===== src/rtl/adder6b.sv =====
// 6-bit ripple-carry adder with a combinational sum/carry path and a one-cycle registered result.
// Optional registered overflow/zero flags are enabled by defining ADDER6B_FLAGS_EN.
module adder6b #(
  parameter int WIDTH = 6
) (
  input  logic             clk,
  input  logic             rst_n,
  input  logic [WIDTH-1:0] a,
  input  logic [WIDTH-1:0] b,
  output logic [WIDTH-1:0] sum,
  output logic             cout,
  input  logic             in_valid,
  output logic             out_valid,
  output logic [WIDTH-1:0] sum_q,
  output logic             cout_q,
  output logic             ovf_q,
  output logic             zero_q
);

  logic [WIDTH:0] carry;

  assign carry[0] = 1'b0;

  // Explicit full-adder chain, so an X on one operand bit only disturbs the bits above it.
  for (genvar i = 0; i < WIDTH; i++) begin : g_fa
    assign sum[i]     = a[i] ^ b[i] ^ carry[i];
    assign carry[i+1] = (a[i] & b[i]) | (carry[i] & (a[i] ^ b[i]));
  end

  assign cout = carry[WIDTH];

  logic [WIDTH-1:0] sum_d;
  logic             cout_d;
  logic             out_valid_d;

  always_comb begin
    // NOTE: every output gets a default first so no path leaves it unassigned and infers a latch.
    sum_d       = sum_q;
    cout_d      = cout_q;
    out_valid_d = in_valid;
    if (in_valid) begin
      sum_d  = sum;
      cout_d = cout;
    end
  end

  // NOTE: sequential state uses non-blocking assignments so all registers sample the same pre-edge values.
  always_ff @(posedge clk or negedge rst_n) begin
    if (!rst_n) begin
      sum_q     <= '0;
      cout_q    <= 1'b0;
      out_valid <= 1'b0;
    end else begin
      sum_q     <= sum_d;
      cout_q    <= cout_d;
      out_valid <= out_valid_d;
    end
  end

`ifdef ADDER6B_FLAGS_EN
  logic ovf_d;
  logic zero_d;

  // Signed overflow: operands share a sign and the result's sign differs from it.
  always_comb begin
    ovf_d  = ovf_q;
    zero_d = zero_q;
    if (in_valid) begin
      ovf_d  = (a[WIDTH-1] == b[WIDTH-1]) && (sum[WIDTH-1] != a[WIDTH-1]);
      zero_d = (sum == '0);
    end
  end

  always_ff @(posedge clk or negedge rst_n) begin
    if (!rst_n) begin
      ovf_q  <= 1'b0;
      zero_q <= 1'b0;
    end else begin
      ovf_q  <= ovf_d;
      zero_q <= zero_d;
    end
  end
`else
  assign ovf_q  = 1'b0;
  assign zero_q = 1'b0;
`endif

endmodule


===== config.mk =====
export PLATFORM = sky130hd
export DESIGN_NAME = adder6b
export DESIGN_NICKNAME = d
export VERILOG_FILES = /design/src/rtl/adder6b.sv
export SDC_FILE = /design/constraint.sdc
export NUM_CORES = 1
export LEC_CHECK = 0
export CAP_MARGIN = 20
export CORE_AREA = 2 2 48 50
export CTS_CLUSTER_DIAMETER = 150
export CTS_CLUSTER_SIZE = 20
export DETAILED_ROUTE_END_ITERATION = 12
export DIE_AREA = 0 0 50 52
export MAX_ROUTING_LAYER = met4
export PLACE_DENSITY_LB_ADDON = 0.15
export SYNTH_ARGS = -nofsm -noshare
export SYNTH_HDL_FRONTEND = slang
export SYNTH_SLANG_ARGS = --single-unit

===== constraint.sdc =====
create_clock -name clk -period 4.3 [get_ports clk]
set_input_delay 0.86 -clock clk [delete_from_list [all_inputs] [get_ports clk]]
set_output_delay 0.86 -clock clk [all_outputs]
set_load 0.1 [all_outputs]

Yosys cells after proc, flatten, opt, wreduce, memory -nomap -nowiden
Cells that the tools add are included.
Operators by class
  bitwise logic cells: 27
Operator list (count)
  AND 1 bit: 11
  bitwise XOR 1 bit: 11
  bitwise OR 1 bit: 5
Storage, ports and cells
  bits of input ports: 15
  word-level logic and storage cells: 30
  register bits: 8
  output and inout port bits: 17

Longest topological paths before layout
Gate-level depths: netlist of run 1.
  word-level depth: 11
  mapped depth: 11

Worst setup path before layout of run 1
No wires, ideal clock.
  path kind: input -> output
  start: input port a[0]
  end: output port sum[5]
  setup slack: -0.017 ns
  required time: 3.440 ns
  stages on the path: 10
  arrival: 3.457 ns
  cells stage by stage: ha_1 -> inv_1 -> fa_1 -> inv_1 -> fa_1 -> fa_1 -> fa_1 -> inv_1 -> fa_1 -> inv_1
Between the ends
  cells in the longest elaborated chain, start to end: 10
Ends and longest elaborated chain
  start: declaration: RTL line 8  | input logic [WIDTH-1:0] a,
  AND 1 bit (2 in series): RTL line 27  | assign carry[i+1] = (a[i] & b[i]) | (carry[i] & (a[i] ^ b[i]));
  bitwise OR 1 bit: RTL line 27
  AND 1 bit: RTL line 27
  bitwise OR 1 bit: RTL line 27
  AND 1 bit: RTL line 27
  bitwise OR 1 bit: RTL line 27
  AND 1 bit: RTL line 27
  bitwise OR 1 bit: RTL line 27
  bitwise XOR 1 bit: RTL line 26  | assign sum[i] = a[i] ^ b[i] ^ carry[i];
  end: declaration: RTL line 10  | output logic [WIDTH-1:0] sum,
Every way passes these cells.

Final worst setup path of run 1
  start: input port b[0]
  end: output port sum[5]
Between the ends
  cells in the longest elaborated chain, start to end: 10
Ends and longest elaborated chain
  start: declaration: RTL line 9  | input logic [WIDTH-1:0] b,
  AND 1 bit (2 in series): RTL line 27
  bitwise OR 1 bit: RTL line 27
  AND 1 bit: RTL line 27
  bitwise OR 1 bit: RTL line 27
  AND 1 bit: RTL line 27
  bitwise OR 1 bit: RTL line 27
  AND 1 bit: RTL line 27
  bitwise OR 1 bit: RTL line 27
  bitwise XOR 1 bit: RTL line 26
Every way passes these cells.

==> results of run 1 <==
-- cell families after synthesis --
family	count (synthesis)	share of synthesized area, %
other	1	0.7725
buffers and inverters	13	13.14
adder cells (fa/ha/maj)	6	23.20
multiplexers	7	21.65
flip-flops	8	41.24
-- sequential cells by signal (all words and copies together) (netlist names) --
| register | cells |
|---|---|
| cout_q | 1 |
| sum_q | 6 |
| out_valid | 1 |
-- power breakdown --
part	internal (mW)	total [mW]	switching, mW	leakage [nW]
clock network	0.0317	0.0540	0.0223	0.0138
logic	0.0929	0.321	0.228	0.288
registers	0.0897	0.0973	0.00767	0.0935
-- how the worst max path moves through the flow --
stage	end	start	cells after the start	slack, ns
3_5_place_dp	sum[5]	a[0]	12	-0.27
4_1_cts	sum[5]	b[0]	12	0.03
3_3_place_gp	sum[5]	a[0]	12	-0.27
6_report	sum[5]	b[0]	12	0.13
2_1_floorplan	sum[5]	a[0]	10	0.20
5_1_grt	sum[5]	a[0]	12	0.02
-- Yosys cell counts --
| library cell | n |
|---|---|
| sky130_fd_sc_hd__buf_4 | 2 |
| sky130_fd_sc_hd__buf_6 | 1 |
| sky130_fd_sc_hd__conb_1 | 1 |
| sky130_fd_sc_hd__dfrtp_1 | 8 |
| sky130_fd_sc_hd__fa_1 | 5 |
| sky130_fd_sc_hd__ha_1 | 1 |
| sky130_fd_sc_hd__inv_1 | 10 |
| sky130_fd_sc_hd__mux2_4 | 7 |
-- per-stage QoR --
step | hold WS (ns) | area [um^2]
after floorplan | 0.5644 | 493.0
after global placement | 0.4947 | 824.5
after detailed placement | 0.4984 | 824.5
after CTS | 0.5136 | 857.1
after global routing | 0.5342 | 857.1
final | 0.5087 | 857.1
-- layout make-up --
| class | instances | share of cell area (%) |
|---|---|---|
| Inverter | 10 | 4.818 |
| Multi-Input combinational cell | 15 | 27.74 |
| Sequential cell | 8 | 23.36 |
| Clock buffer | 3 | 2.628 |
| Tap cell | 28 | 4.088 |
| Timing Repair Buffer | 29 | 37.37 |
-- timing repair --
item / CTS / global route
endpoints found under the setup margin: 1 / 1
hold endpoints to repair: 0 / 0
pin swaps: 6 / 3
resized for setup: 15 / 0
-- metal layers --
| layer | vias up | track usage (%) | part of all wire [%] |
|---|---|---|---|
| met5 | - | - | 0 |
| met4 | 0 | 2.778 | 0 |
| met3 | 0 | 3.448 | 11 |
| met2 | 18 | 12.72 | 51 |
| met1 | 163 | 8.633 | 38 |
| li1 | 159 | - | - |
==> flow_summary.rst, run 1 <==
.. list-table::
   :header-rows: 1

   * - Metric
     - Value
   * - Final max-slew violation count
     - 0
   * - Period utilisation layout
     - 97.00%
   * - HPWL after detailed placement
     - 765.4 um
   * - Tightest slew margin relative to the limit
     - 34.91%
   * - Number of clock buffers inserted by TritonCTS
     - 3
   * - Fraction of final layout cells sized beyond drive strength 1
     - 41.54%
   * - RSZ-0062 raised after global routing
     - false
   * - Final number of hold-violating endpoints
     - 0
   * - Final standard cell utilization of the core
     - 40.70%
   * - Most frequent cells in the layout
     - sky130_fd_sc_hd__clkdlybuf4s50_1, sky130_fd_sc_hd__dfrtp_1, sky130_fd_sc_hd__mux2_4
   * - Maximum number of pins on one net before global-route repair
     - 9
   * - Vias
     - 340
   * - Number of iterations in the first detailed-routing pass
     - 1
   * - FF+latch count, synth
     - 8
   * - Yosys top cell by area
     - sky130_fd_sc_hd__dfrtp_1
   * - Post-CTS Setup Bufs
     - 0
   * - CTS tree
     - yes
   * - Hold Buf Count CTS
     - 0
   * - Clock period minus final worst setup slack
     - 4.171 ns
   * - Setup clock skew after layout
     - 0 ns
   * - Register cell area after layout
     - 200.2 um^2
   * - DR iter-0 viols
     - 0
   * - Total design power
     - 472.6 uW
   * - Area of combinational cells with multiple inputs
     - 237.7 um^2
   * - Critical Path AT
     - 3.31 ns
   * - Area Growth Syn to Fin
     - 76.55%
   * - First-pass GRT wire length
     - 1490 um
   * - DRT Wirelength
     - 876 um
   * - Final estimated routing congestion in global placement
     - 0.5726
   * - Average via count per standard cell
     - 3.656
   * - Number of top-level design ports
     - 32
   * - Kind of path behind the tightest hold check
     - reg -> reg
   * - Slew at the pin closest to its max-slew limit
     - 0.9733 ns
   * - # H-tree levels
     - 1
   * - Clock latency on the worst-skew pair
     - 0.24 ns
   * - Final standard cell count with taps included and fillers excluded
     - 93
   * - Synth top area cells
     - sky130_fd_sc_hd__dfrtp_1, sky130_fd_sc_hd__mux2_4, sky130_fd_sc_hd__fa_1
   * - Buf/Inv on CP
     - 6
   * - Synth Instances
     - 35
   * - Clock Tree Buf Depth
     - 2
   * - Reg2reg start
     - sum_q[4]$_DFFE_PN0P_
   * - Die height
     - 52 um
   * - Tot GR Track Use
     - 7.868%
   * - Post-detailed-route DRC marker count
     - 0
   * - Mean Syn Cell Area
     - 13.87 um^2
   * - Total global routing overflow
     - 0
   * - CP Cell Sequence
     - clkdlybuf4s15_1 -> ha_2 -> inv_2 -> fa_2 -> inv_2 -> fa_2 -> fa_2 -> fa_2 -> inv_2 -> fa_1 -> clkinvlp_4 -> buf_12
   * - Site Rows
     - 17
   * - Most common cell after layout, fill and taps aside
     - sky130_fd_sc_hd__clkdlybuf4s50_1
   * - Number of cells on the worst hold path
     - 1
   * - Ant diodes
     - 0
   * - Final setup violation count
     - 0
   * - Core box area
     - 2106 um^2
   * - Maximum clock frequency
     - 239.7 MHz
   * - Sequential share of the synthesized area
     - 41.24%
   * - DIE AREA
     - 2600 um^2
   * - Number of nets in the finished design
     - 88
   * - Pleak
     - 0.3954 nW
   * - Chip width
     - 50 um
   * - Worst setup slack before clock tree synthesis
     - -0.2715 ns
   * - Power density relative to cell area
     - 551.4 nW/um^2
   * - Inst Count DP
     - 90
   * - Distinct cell type count of the synthesized netlist
     - 8
   * - Antenna violations before repair
     - 0
   * - Count of input and output buffers
     - 29
   * - Run status
     - complete, no violations
   * - R2R setup slack
     - 3.54 ns
   * - Post-route ant nets
     - 0
   * - Post-route setup TNS
     - 0 ns
   * - Post-synth top area share
     - 41.24%
   * - Largest voltage drop on the vdd net
     - 0.2669 mV
   * - Area of the mapped netlist
     - 485.5 um^2
   * - R2r worst-path depth
     - 1
   * - Starting Density
     - 23.05%
   * - Endpoint type of the worst setup path
     - primary output
   * - Worst reg2reg path endpoint
     - sum_q[4]$_DFFE_PN0P_
   * - Top fanout value on the critical path
     - 2
   * - Final Worst Setup Slack
     - 0.1289 ns
   * - CP most frequent cell
     - sky130_fd_sc_hd__fa_2
   * - Total number of clock tree sinks
     - 8
   * - Maximum cell stage delay along the critical path
     - 0.43 ns
   * - Critical Path Slowest Stage Cell
     - sky130_fd_sc_hd__fa_1
   * - Count of maximum capacitance violations
     - 0
   * - Startpoint Class
     - input port
   * - Worst-path clk slew
     - 0.05 ns
   * - Hold Path Origin
     - sum_q[1]$_DFFE_PN0P_
   * - Average wire per cell in the routed design
     - 9.419 um
   * - Worst Hold Endpoint
     - sum_q[1]$_DFFE_PN0P_
   * - Yosys Warn Count
     - 0
   * - Critical Path RT
     - 3.44 ns
   * - Root buffer cell
     - sky130_fd_sc_hd__clkbuf_4
   * - Category of the critical setup timing path
     - in -> out
   * - Number of fillers in the final layout
     - 205
   * - Via count of the first global-routing pass
     - 372
   * - Cell family with most CP delay
     - adder cells
(Power assumes the default switching activity.)
==> inputs of run 2 (changes only) <==
--- a/config.mk
+++ b/config.mk
@@ -5,12 +5,14 @@
 export SDC_FILE = /design/constraint.sdc
 export NUM_CORES = 1
 export LEC_CHECK = 0
+export ABC_AREA = 1
 export CAP_MARGIN = 20
-export CORE_AREA = 2 2 48 50
+export CORE_AREA = 2 2 47 49
 export CTS_CLUSTER_DIAMETER = 150
-export CTS_CLUSTER_SIZE = 20
+export CTS_CLUSTER_SIZE = 30
 export DETAILED_ROUTE_END_ITERATION = 12
-export DIE_AREA = 0 0 50 52
+export DIE_AREA = 0 0 49 51
+export GPL_ROUTABILITY_DRIVEN = 0
 export MAX_ROUTING_LAYER = met4
 export PLACE_DENSITY_LB_ADDON = 0.15
 export SYNTH_ARGS = -nofsm -noshare
==> run 2 against run 1 <==
- non-clock buffer count increased by 1
- critical path depth unchanged
- maximum frequency decreased by 0.48%
- first-iteration DRC count increased by 1
- setup slack got worse by 0.020 ns
- clock-buffer cell count unchanged
- area after synthesis decreased by 4.6%
- core utilization increased by 0.11 points
- die area decreased by 3.9%
- combinational power decreased by 12%
- critical endpoint unchanged
- largest power group unchanged
==> flow_summary.rst, run 2 <==
.. list-table::
   :header-rows: 1

   * - Metric
     - Value
   * - First-pass GRT wire length
     - 1614 um (was 1490 um)
   * - Number of top-level design ports
     - 32 (unchanged)
   * - Root buffer cell
     - sky130_fd_sc_hd__clkbuf_4 (unchanged)
   * - Slew at the pin closest to its max-slew limit
     - 0.9794 ns (was 0.9733 ns)
   * - Worst-path clk slew
     - 0.05 ns (about the same)
   * - Count leader, synth
     - sky130_fd_sc_hd__nand2_1 (was sky130_fd_sc_hd__inv_1)
   * - Number of iterations in the first detailed-routing pass
     - 4 (was 1)
   * - Maximum number of pins on one net before global-route repair
     - 10 (was 9)
   * - Post-synth top area share
     - 43.24% (was 41.24%)
   * - Post-route ant nets
     - 0 (unchanged)
   * - R2r worst-path depth
     - 2 (was 1)
   * - FFs w/ async S/R, synth
     - 100.0% (unchanged)
   * - Category of the critical setup timing path
     - in -> out (unchanged)
   * - Clock latency on the worst-skew pair
     - 0.25 ns (was 0.24 ns)
   * - Starting Density
     - 22.44% (was 23.05%)
   * - Pleak
     - 0.4106 nW (was 0.3954 nW)
   * - Die height
     - 51 um (was 52 um)
   * - Largest voltage drop on the vdd net
     - 0.2172 mV (was 0.2669 mV)
   * - Register ranked first by flip-flop count
     - sum_q (unchanged)
   * - Run status
     - complete, no violations (unchanged)
   * - Number of fillers in the final layout
     - 224 (was 205)
   * - Endpoint type of the worst setup path
     - primary output (unchanged)
   * - DR iter-0 viols
     - 1 (was 0)
   * - Power density relative to cell area
     - 510.4 nW/um^2 (was 551.4 nW/um^2)
   * - Area of the mapped netlist
     - 462.9 um^2 (was 485.5 um^2)
   * - Synth Instances
     - 50 (was 35)
   * - Number of synthesized flops with an enable pin
     - 0 (unchanged)
   * - Number of clock buffers inserted by TritonCTS
     - 3 (unchanged)
   * - Most used flip-flop cell after synthesis
     - sky130_fd_sc_hd__dfrtp_1 (unchanged)
   * - Total number of clock tree sinks
     - 8 (unchanged)
   * - Tot GR Track Use
     - 9.251% (was 7.868%)
   * - Kind of path behind the tightest hold check
     - reg -> reg (unchanged)
   * - CTS tree
     - yes (unchanged)
   * - Clock period minus final worst setup slack
     - 4.191 ns (was 4.171 ns)
   * - # H-tree levels
     - 1 (unchanged)
   * - FF+latch count, synth
     - 8 (unchanged)
   * - Worst setup slack before clock tree synthesis
     - -0.2490 ns (was -0.2715 ns)
   * - HPWL after detailed placement
     - 807.6 um (was 765.4 um)
   * - Area Growth Syn to Fin
     - 81.89% (was 76.55%)
   * - Largest regs
     - sum_q (6), cout_q (1), out_valid (1) (unchanged)
   * - Count of input and output buffers
     - 29 (unchanged)
   * - Startpoint Class
     - input port (unchanged)
   * - Period utilisation layout
     - 97.47% (was 97.00%)
   * - Tightest slew margin relative to the limit
     - 34.50% (was 34.91%)
   * - Post-route setup TNS
     - 0 ns (unchanged)
   * - Setup clock skew after layout
     - 0 ns (unchanged)
   * - Final standard cell utilization of the core
     - 40.81% (was 40.70%)
   * - Via count of the first global-routing pass
     - 404 (was 372)
   * - Critical Path AT
     - 3.33 ns (was 3.31 ns)
   * - Antenna violations before repair
     - 0 (unchanged)
   * - Total global routing overflow
     - 0 (unchanged)
   * - Mean Syn Cell Area
     - 9.259 um^2 (was 13.87 um^2)
   * - Yosys Warn Count
     - 0 (unchanged)
   * - Final instance area
     - 842.1 um^2 (was 857.1 um^2)
   * - Yosys top cell by area
     - sky130_fd_sc_hd__dfrtp_1 (unchanged)
   * - Max reg flops
     - 6 (unchanged)
   * - Average via count per standard cell
     - 3.661 (was 3.656)
   * - Final setup violation count
     - 0 (unchanged)
   * - Site Rows
     - 17 (unchanged)
   * - Fraction of final layout cells sized beyond drive strength 1
     - 27.16% (was 41.54%)
   * - Ant diodes
     - 0 (unchanged)
   * - Average wire per cell in the routed design
     - 8.872 um (was 9.419 um)
   * - Clock Tree Buf Depth
     - 2 (unchanged)
   * - DIE AREA
     - 2499 um^2 (was 2600 um^2)
   * - Final Worst Setup Slack
     - 0.1088 ns (was 0.1289 ns)
   * - Synth top area cells
     - sky130_fd_sc_hd__dfrtp_1, sky130_fd_sc_hd__fa_1, sky130_fd_sc_hd__nand2_1 (was sky130_fd_sc_hd__dfrtp_1, sky130_fd_sc_hd__mux2_4, sky130_fd_sc_hd__fa_1)
   * - Maximum clock frequency
     - 238.6 MHz (was 239.7 MHz)
   * - Chip width
     - 49 um (was 50 um)
   * - Final number of hold-violating endpoints
     - 0 (unchanged)
   * - Instance area after placement
     - 802.0 um^2 (was 824.5 um^2)
   * - Number of nets in the finished design
     - 104 (was 88)
   * - Distinct cell type count of the synthesized netlist
     - 9 (was 8)
   * - Vias
     - 399 (was 340)
   * - Number of cells on the worst hold path
     - 2 (was 1)
   * - Area of combinational cells with multiple inputs
     - 211.5 um^2 (was 237.7 um^2)
   * - Top fanout value on the critical path
     - 2 (unchanged)
   * - DRT Wirelength
     - 967 um (was 876 um)
   * - Most frequent cells in the layout
     - sky130_fd_sc_hd__nand2_1, sky130_fd_sc_hd__clkdlybuf4s50_1, sky130_fd_sc_hd__dfrtp_1 (was sky130_fd_sc_hd__clkdlybuf4s50_1, sky130_fd_sc_hd__dfrtp_1, sky130_fd_sc_hd__mux2_4)
   * - Core box area
     - 2063 um^2 (was 2106 um^2)
   * - Post-detailed-route DRC marker count
     - 0 (unchanged)
   * - RSZ-0062 raised after global routing
     - false (unchanged)
   * - Critical Path RT
     - 3.44 ns (about the same)
   * - Final max-slew violation count
     - 0 (unchanged)
   * - Ranking of synthesized cells by instance count
     - sky130_fd_sc_hd__nand2_1, sky130_fd_sc_hd__inv_1, sky130_fd_sc_hd__dfrtp_1, sky130_fd_sc_hd__fa_1, sky130_fd_sc_hd__buf_4 (was sky130_fd_sc_hd__inv_1, sky130_fd_sc_hd__dfrtp_1, sky130_fd_sc_hd__mux2_4, sky130_fd_sc_hd__fa_1, sky130_fd_sc_hd__buf_4)
   * - Final-layout worst hold slack
     - 0.4655 ns (was 0.5087 ns)
   * - Sequential share of the synthesized area
     - 43.24% (was 41.24%)
   * - Count of maximum capacitance violations
     - 0 (unchanged)
   * - Most common cell after layout, fill and taps aside
     - sky130_fd_sc_hd__nand2_1 (was sky130_fd_sc_hd__clkdlybuf4s50_1)
   * - Register cell area after layout
     - 200.2 um^2 (unchanged)
run 2: worst paths after layout:
| kind | slack (ns) | start | end |
|---|---|---|---|
| worst max-delay path | 0.11 | b[0] | sum[5] |
| worst min register to register | 0.47 | sum_q[1]$_DFFE_PN0P_ | sum_q[1]$_DFFE_PN0P_ |
| worst max register to register | 3.71 | cout_q$_DFFE_PN0P_ | cout_q$_DFFE_PN0P_ |
| worst min-delay path | 0.47 | sum_q[1]$_DFFE_PN0P_ | sum_q[1]$_DFFE_PN0P_ |
| min in group asynchronous | 0.89 | rst_n | out_valid$_DFF_PN0_ |
| max in group asynchronous | 3.15 | rst_n | sum_q[2]$_DFFE_PN0P_ |
run 2: area by class of cell:
cell class,instances,area share [%]
multi-input combinational,29,25.11
inverter,11,5.349
clock buffer,3,2.675
timing repair buffer,30,38.93
tap,28,4.160
sequential,8,23.77
run 2: kinds of logic (layout without fill, tap and decap cells):
logic type	Yosys count	in the layout	share of synthesized area [%]
fa+ha+maj	6	6	24.32
buf+inv	14	44	14.59
flops	8	8	43.24
other cells	1	2	0.8100
simple gates	21	21	17.03
run 2: critical path, cell delays in order:
cell                              delay [ns]
sky130_fd_sc_hd__clkdlybuf4s15_1        0.17
sky130_fd_sc_hd__ha_2                   0.18
sky130_fd_sc_hd__inv_2                  0.05
sky130_fd_sc_hd__fa_2                   0.19
sky130_fd_sc_hd__inv_2                  0.04
sky130_fd_sc_hd__fa_2                   0.35
sky130_fd_sc_hd__fa_2                   0.36
sky130_fd_sc_hd__fa_2                   0.36
sky130_fd_sc_hd__inv_2                  0.06
sky130_fd_sc_hd__fa_1                   0.43
sky130_fd_sc_hd__clkinvlp_4             0.12
sky130_fd_sc_hd__buf_12                 0.17
run 2: stage by stage:
step                      total power, mW  cells
after floorplan                    0.2960     51
after CTS                          0.4338    108
final                              0.4297    109
after global routing               0.4475    109
after global placement             0.3714    105
after detailed placement           0.3715    105
run 2: power by group:
group	internal (mW)	switching [mW]
Sequential	0.0863	0.00499
Combinational	0.0756	0.205
Clock	0.0319	0.0255
Total	0.194	0.236
run 2: per-layer routing:
layer,part of all wire (%),global-route usage [%],vias up
met2,49,13.47,21
li1,-,-,200
met4,0,7.143,0
met1,42,9.725,178
met3,9.4,4.386,0
met5,0,-,-
run 2: what timing repair did:
item                       in CTS  in global routing
buffers inserted                0                  1
setup endpoints to repair       1                  1
resized for setup              15                  0
hold buffers                    0                  0
pin swaps                       6                  2
==> inputs of run 3 (changes only) <==
--- a/config.mk
+++ b/config.mk
@@ -6,12 +6,12 @@
 export NUM_CORES = 1
 export LEC_CHECK = 0
 export ABC_AREA = 1
-export CAP_MARGIN = 20
-export CORE_AREA = 2 2 47 49
+export CAP_MARGIN = 0
+export CORE_AREA = 2 2 41 43
 export CTS_CLUSTER_DIAMETER = 150
 export CTS_CLUSTER_SIZE = 30
 export DETAILED_ROUTE_END_ITERATION = 12
-export DIE_AREA = 0 0 49 51
+export DIE_AREA = 0 0 43 45
 export GPL_ROUTABILITY_DRIVEN = 0
 export MAX_ROUTING_LAYER = met4
 export PLACE_DENSITY_LB_ADDON = 0.15
==> run 3 against run 2 <==
- clock-buffer cell count stayed put
- critical path depth unchanged
- non-clock buffer count is 2 higher
- clock power is essentially flat
- clock skew did not move
- first-iteration DRC count grew to 5.0 times the previous value
- wire length is 7.5% higher
- register-to-register slack is essentially flat
- total power increased by 1.9%
- die area shrank 23%
- global-route usage is 4.5 points higher
- setup slack got worse by 0.029 ns
- critical endpoint unchanged
- highest routed layer is now met4
==> flow_summary.rst, run 3 (synthesized netlist as in run 2, its figures left out) <==
.. list-table::
   :header-rows: 1

   * - Metric
     - Value
   * - Run status
     - complete, no violations (unchanged)
   * - DIE AREA
     - 1935 um^2 (was 2499 um^2)
   * - Total global routing overflow
     - 0 (unchanged)
   * - Startpoint Class
     - input port (unchanged)
   * - Number of clock buffers inserted by TritonCTS
     - 3 (unchanged)
   * - Routed length on met3
     - 87 um (was 91 um)
   * - R2r worst-path depth
     - 2 (unchanged)
   * - Post-route ant nets
     - 0 (unchanged)
   * - Core box area
     - 1471 um^2 (was 2063 um^2)
   * - Ant diodes
     - 0 (unchanged)
   * - First-pass GRT wire length
     - 1828 um (was 1614 um)
   * - DR iter-0 viols
     - 5 (was 1)
   * - # H-tree levels
     - 1 (unchanged)
   * - Total number of clock tree sinks
     - 8 (unchanged)
   * - Count of input and output buffers
     - 29 (unchanged)
   * - Endpoint type of the worst setup path
     - primary output (unchanged)
   * - Largest voltage drop on the vdd net
     - 0.2369 mV (was 0.2172 mV)
   * - Site Rows
     - 14 (was 17)
   * - Final number of hold-violating endpoints
     - 0 (unchanged)
   * - Antenna violations before repair
     - 0 (unchanged)
   * - Inst Count DP
     - 94 (was 105)
   * - Critical Path AT
     - 3.36 ns (was 3.33 ns)
   * - Vias
     - 422 (was 399)
   * - Top layer reached by signal wires
     - met4 (was met3)
   * - Clock period minus final worst setup slack
     - 4.220 ns (was 4.191 ns)
   * - Period utilisation layout
     - 98.15% (was 97.47%)
   * - Via count of the first global-routing pass
     - 445 (was 404)
   * - Category of the critical setup timing path
     - in -> out (unchanged)
   * - Total design power
     - 437.8 uW (was 429.7 uW)
   * - Number of nets in the finished design
     - 106 (was 104)
   * - Power density relative to cell area
     - 519.9 nW/um^2 (was 510.4 nW/um^2)
   * - Number of iterations in the first detailed-routing pass
     - 4 (unchanged)
   * - Top fanout value on the critical path
     - 2 (unchanged)
   * - Die height
     - 45 um (was 51 um)
   * - Final-layout worst hold slack
     - 0.4755 ns (was 0.4655 ns)
   * - Final standard cell count with taps included and fillers excluded
     - 99 (was 109)
   * - Count of maximum capacitance violations
     - 0 (unchanged)
   * - Register ranked first by flip-flop count
     - sum_q (unchanged)
   * - Kind of path behind the tightest hold check
     - reg -> reg (unchanged)
   * - Worst-path clk slew
     - 0.06 ns (was 0.05 ns)
   * - Root buffer cell
     - sky130_fd_sc_hd__clkbuf_4 (unchanged)
   * - Maximum number of pins on one net before global-route repair
     - 10 (unchanged)
   * - CTS tree
     - yes (unchanged)
   * - Tightest slew margin relative to the limit
     - 34.83% (was 34.50%)
   * - Clock latency on the worst-skew pair
     - 0.25 ns (about the same)
   * - Final setup violation count
     - 0 (unchanged)
   * - Maximum clock frequency
     - 236.9 MHz (was 238.6 MHz)
   * - RSZ-0062 raised after global routing
     - false (unchanged)
   * - Hold Buf Count CTS
     - 0 (unchanged)
   * - Instance area after placement
     - 794.5 um^2 (was 802.0 um^2)
   * - Final standard cell utilization of the core
     - 57.23% (was 40.81%)
   * - WL met1
     - 403 um (was 405 um)
   * - Final Worst Setup Slack
     - 0.07966 ns (was 0.1088 ns)
   * - Average wire per cell in the routed design
     - 10.51 um (was 8.872 um)
   * - Most common cell after layout, fill and taps aside
     - sky130_fd_sc_hd__nand2_1 (unchanged)
   * - Max reg flops
     - 6 (unchanged)
   * - Chip width
     - 43 um (was 49 um)
   * - Tot GR Track Use
     - 13.72% (was 9.251%)
   * - Slew at the pin closest to its max-slew limit
     - 0.9746 ns (was 0.9794 ns)
   * - Fraction of final layout cells sized beyond drive strength 1
     - 28.92% (was 27.16%)
   * - Post-detailed-route DRC marker count
     - 0 (unchanged)
   * - Final instance area
     - 842.1 um^2 (unchanged)
   * - HPWL after detailed placement
     - 838.9 um (was 807.6 um)
   * - Final max-slew violation count
     - 0 (unchanged)
   * - Average via count per standard cell
     - 4.263 (was 3.661)
   * - Most frequent cells in the layout
     - sky130_fd_sc_hd__nand2_1, sky130_fd_sc_hd__clkdlybuf4s50_1, sky130_fd_sc_hd__dfrtp_1 (unchanged)
   * - Critical Path RT
     - 3.44 ns (about the same)
   * - Number of top-level design ports
     - 32 (unchanged)
   * - Area Growth Syn to Fin
     - 81.89% (unchanged)
   * - Met2 wire length
     - 521 um (was 469 um)
   * - Largest regs
     - sum_q (6), cout_q (1), out_valid (1) (unchanged)
   * - DRT Wirelength
     - 1040 um (was 967 um)
   * - Pleak
     - 0.4202 nW (was 0.4106 nW)
   * - Setup clock skew after layout
     - 0 ns (unchanged)
   * - Worst setup slack before clock tree synthesis
     - -0.3094 ns (was -0.2490 ns)
   * - Post-route setup TNS
     - 0 ns (unchanged)
   * - Starting Density
     - 31.46% (was 22.44%)
   * - Number of fillers in the final layout
     - 150 (was 224)
   * - Clock Tree Buf Depth
     - 2 (unchanged)
   * - Number of cells on the worst hold path
     - 2 (unchanged)
## run 3: worst paths after layout
check	start	endpoint	slack, ns
max	b[0]	sum[5]	0.08
min	sum_q[3]$_DFFE_PN0P_	sum_q[3]$_DFFE_PN0P_	0.48
max reg2reg	sum_q[5]$_DFFE_PN0P_	sum_q[5]$_DFFE_PN0P_	3.70
min reg2reg	sum_q[3]$_DFFE_PN0P_	sum_q[3]$_DFFE_PN0P_	0.48
max in group asynchronous	rst_n	out_valid$_DFF_PN0_	3.14
min in group asynchronous	rst_n	sum_q[5]$_DFFE_PN0P_	0.88
## run 3: repair_timing
action / 4_1_cts / 5_1_grt
setup endpoints to repair: 1 / 1
pin swaps: 6 / 2
gates resized for setup: 15 / 0
setup buffers: 1 / 1
## run 3: critical path, stage by stage
cell                              delay, ns
sky130_fd_sc_hd__clkdlybuf4s15_1       0.17
sky130_fd_sc_hd__ha_2                  0.18
sky130_fd_sc_hd__inv_2                 0.05
sky130_fd_sc_hd__fa_2                  0.20
sky130_fd_sc_hd__inv_2                 0.04
sky130_fd_sc_hd__fa_2                  0.35
sky130_fd_sc_hd__fa_2                  0.35
sky130_fd_sc_hd__fa_2                  0.36
sky130_fd_sc_hd__inv_2                 0.06
sky130_fd_sc_hd__fa_1                  0.44
sky130_fd_sc_hd__clkinvlp_4            0.12
sky130_fd_sc_hd__buf_12                0.17
## run 3: area by class of cell
type / count / area (um^2) / share of cell area [%]
Clock buffer: 3 / 22.52 / 2.675
Multi-Input combinational cell: 29 / 211.5 / 25.11
Timing Repair Buffer: 32 / 342.8 / 40.71
Tap cell: 16 / 20.02 / 2.377
Inverter: 11 / 45.04 / 5.349
Sequential cell: 8 / 200.2 / 23.77
## run 3: where the power goes
group / internal, mW / switching (mW)
combinational: 0.0803 / 0.208
clock: 0.0320 / 0.0258
sequential: 0.0864 / 0.00574
total: 0.199 / 0.239
## run 3: routing by layer
| layer | up-vias | global-route usage, % |
|---|---|---|
| met5 | - | - |
| met3 | 4 | 3.600 |
| met4 | 0 | 9.091 |
| li1 | 200 | - |
| met1 | 196 | 16.07 |
| met2 | 22 | 20.91 |
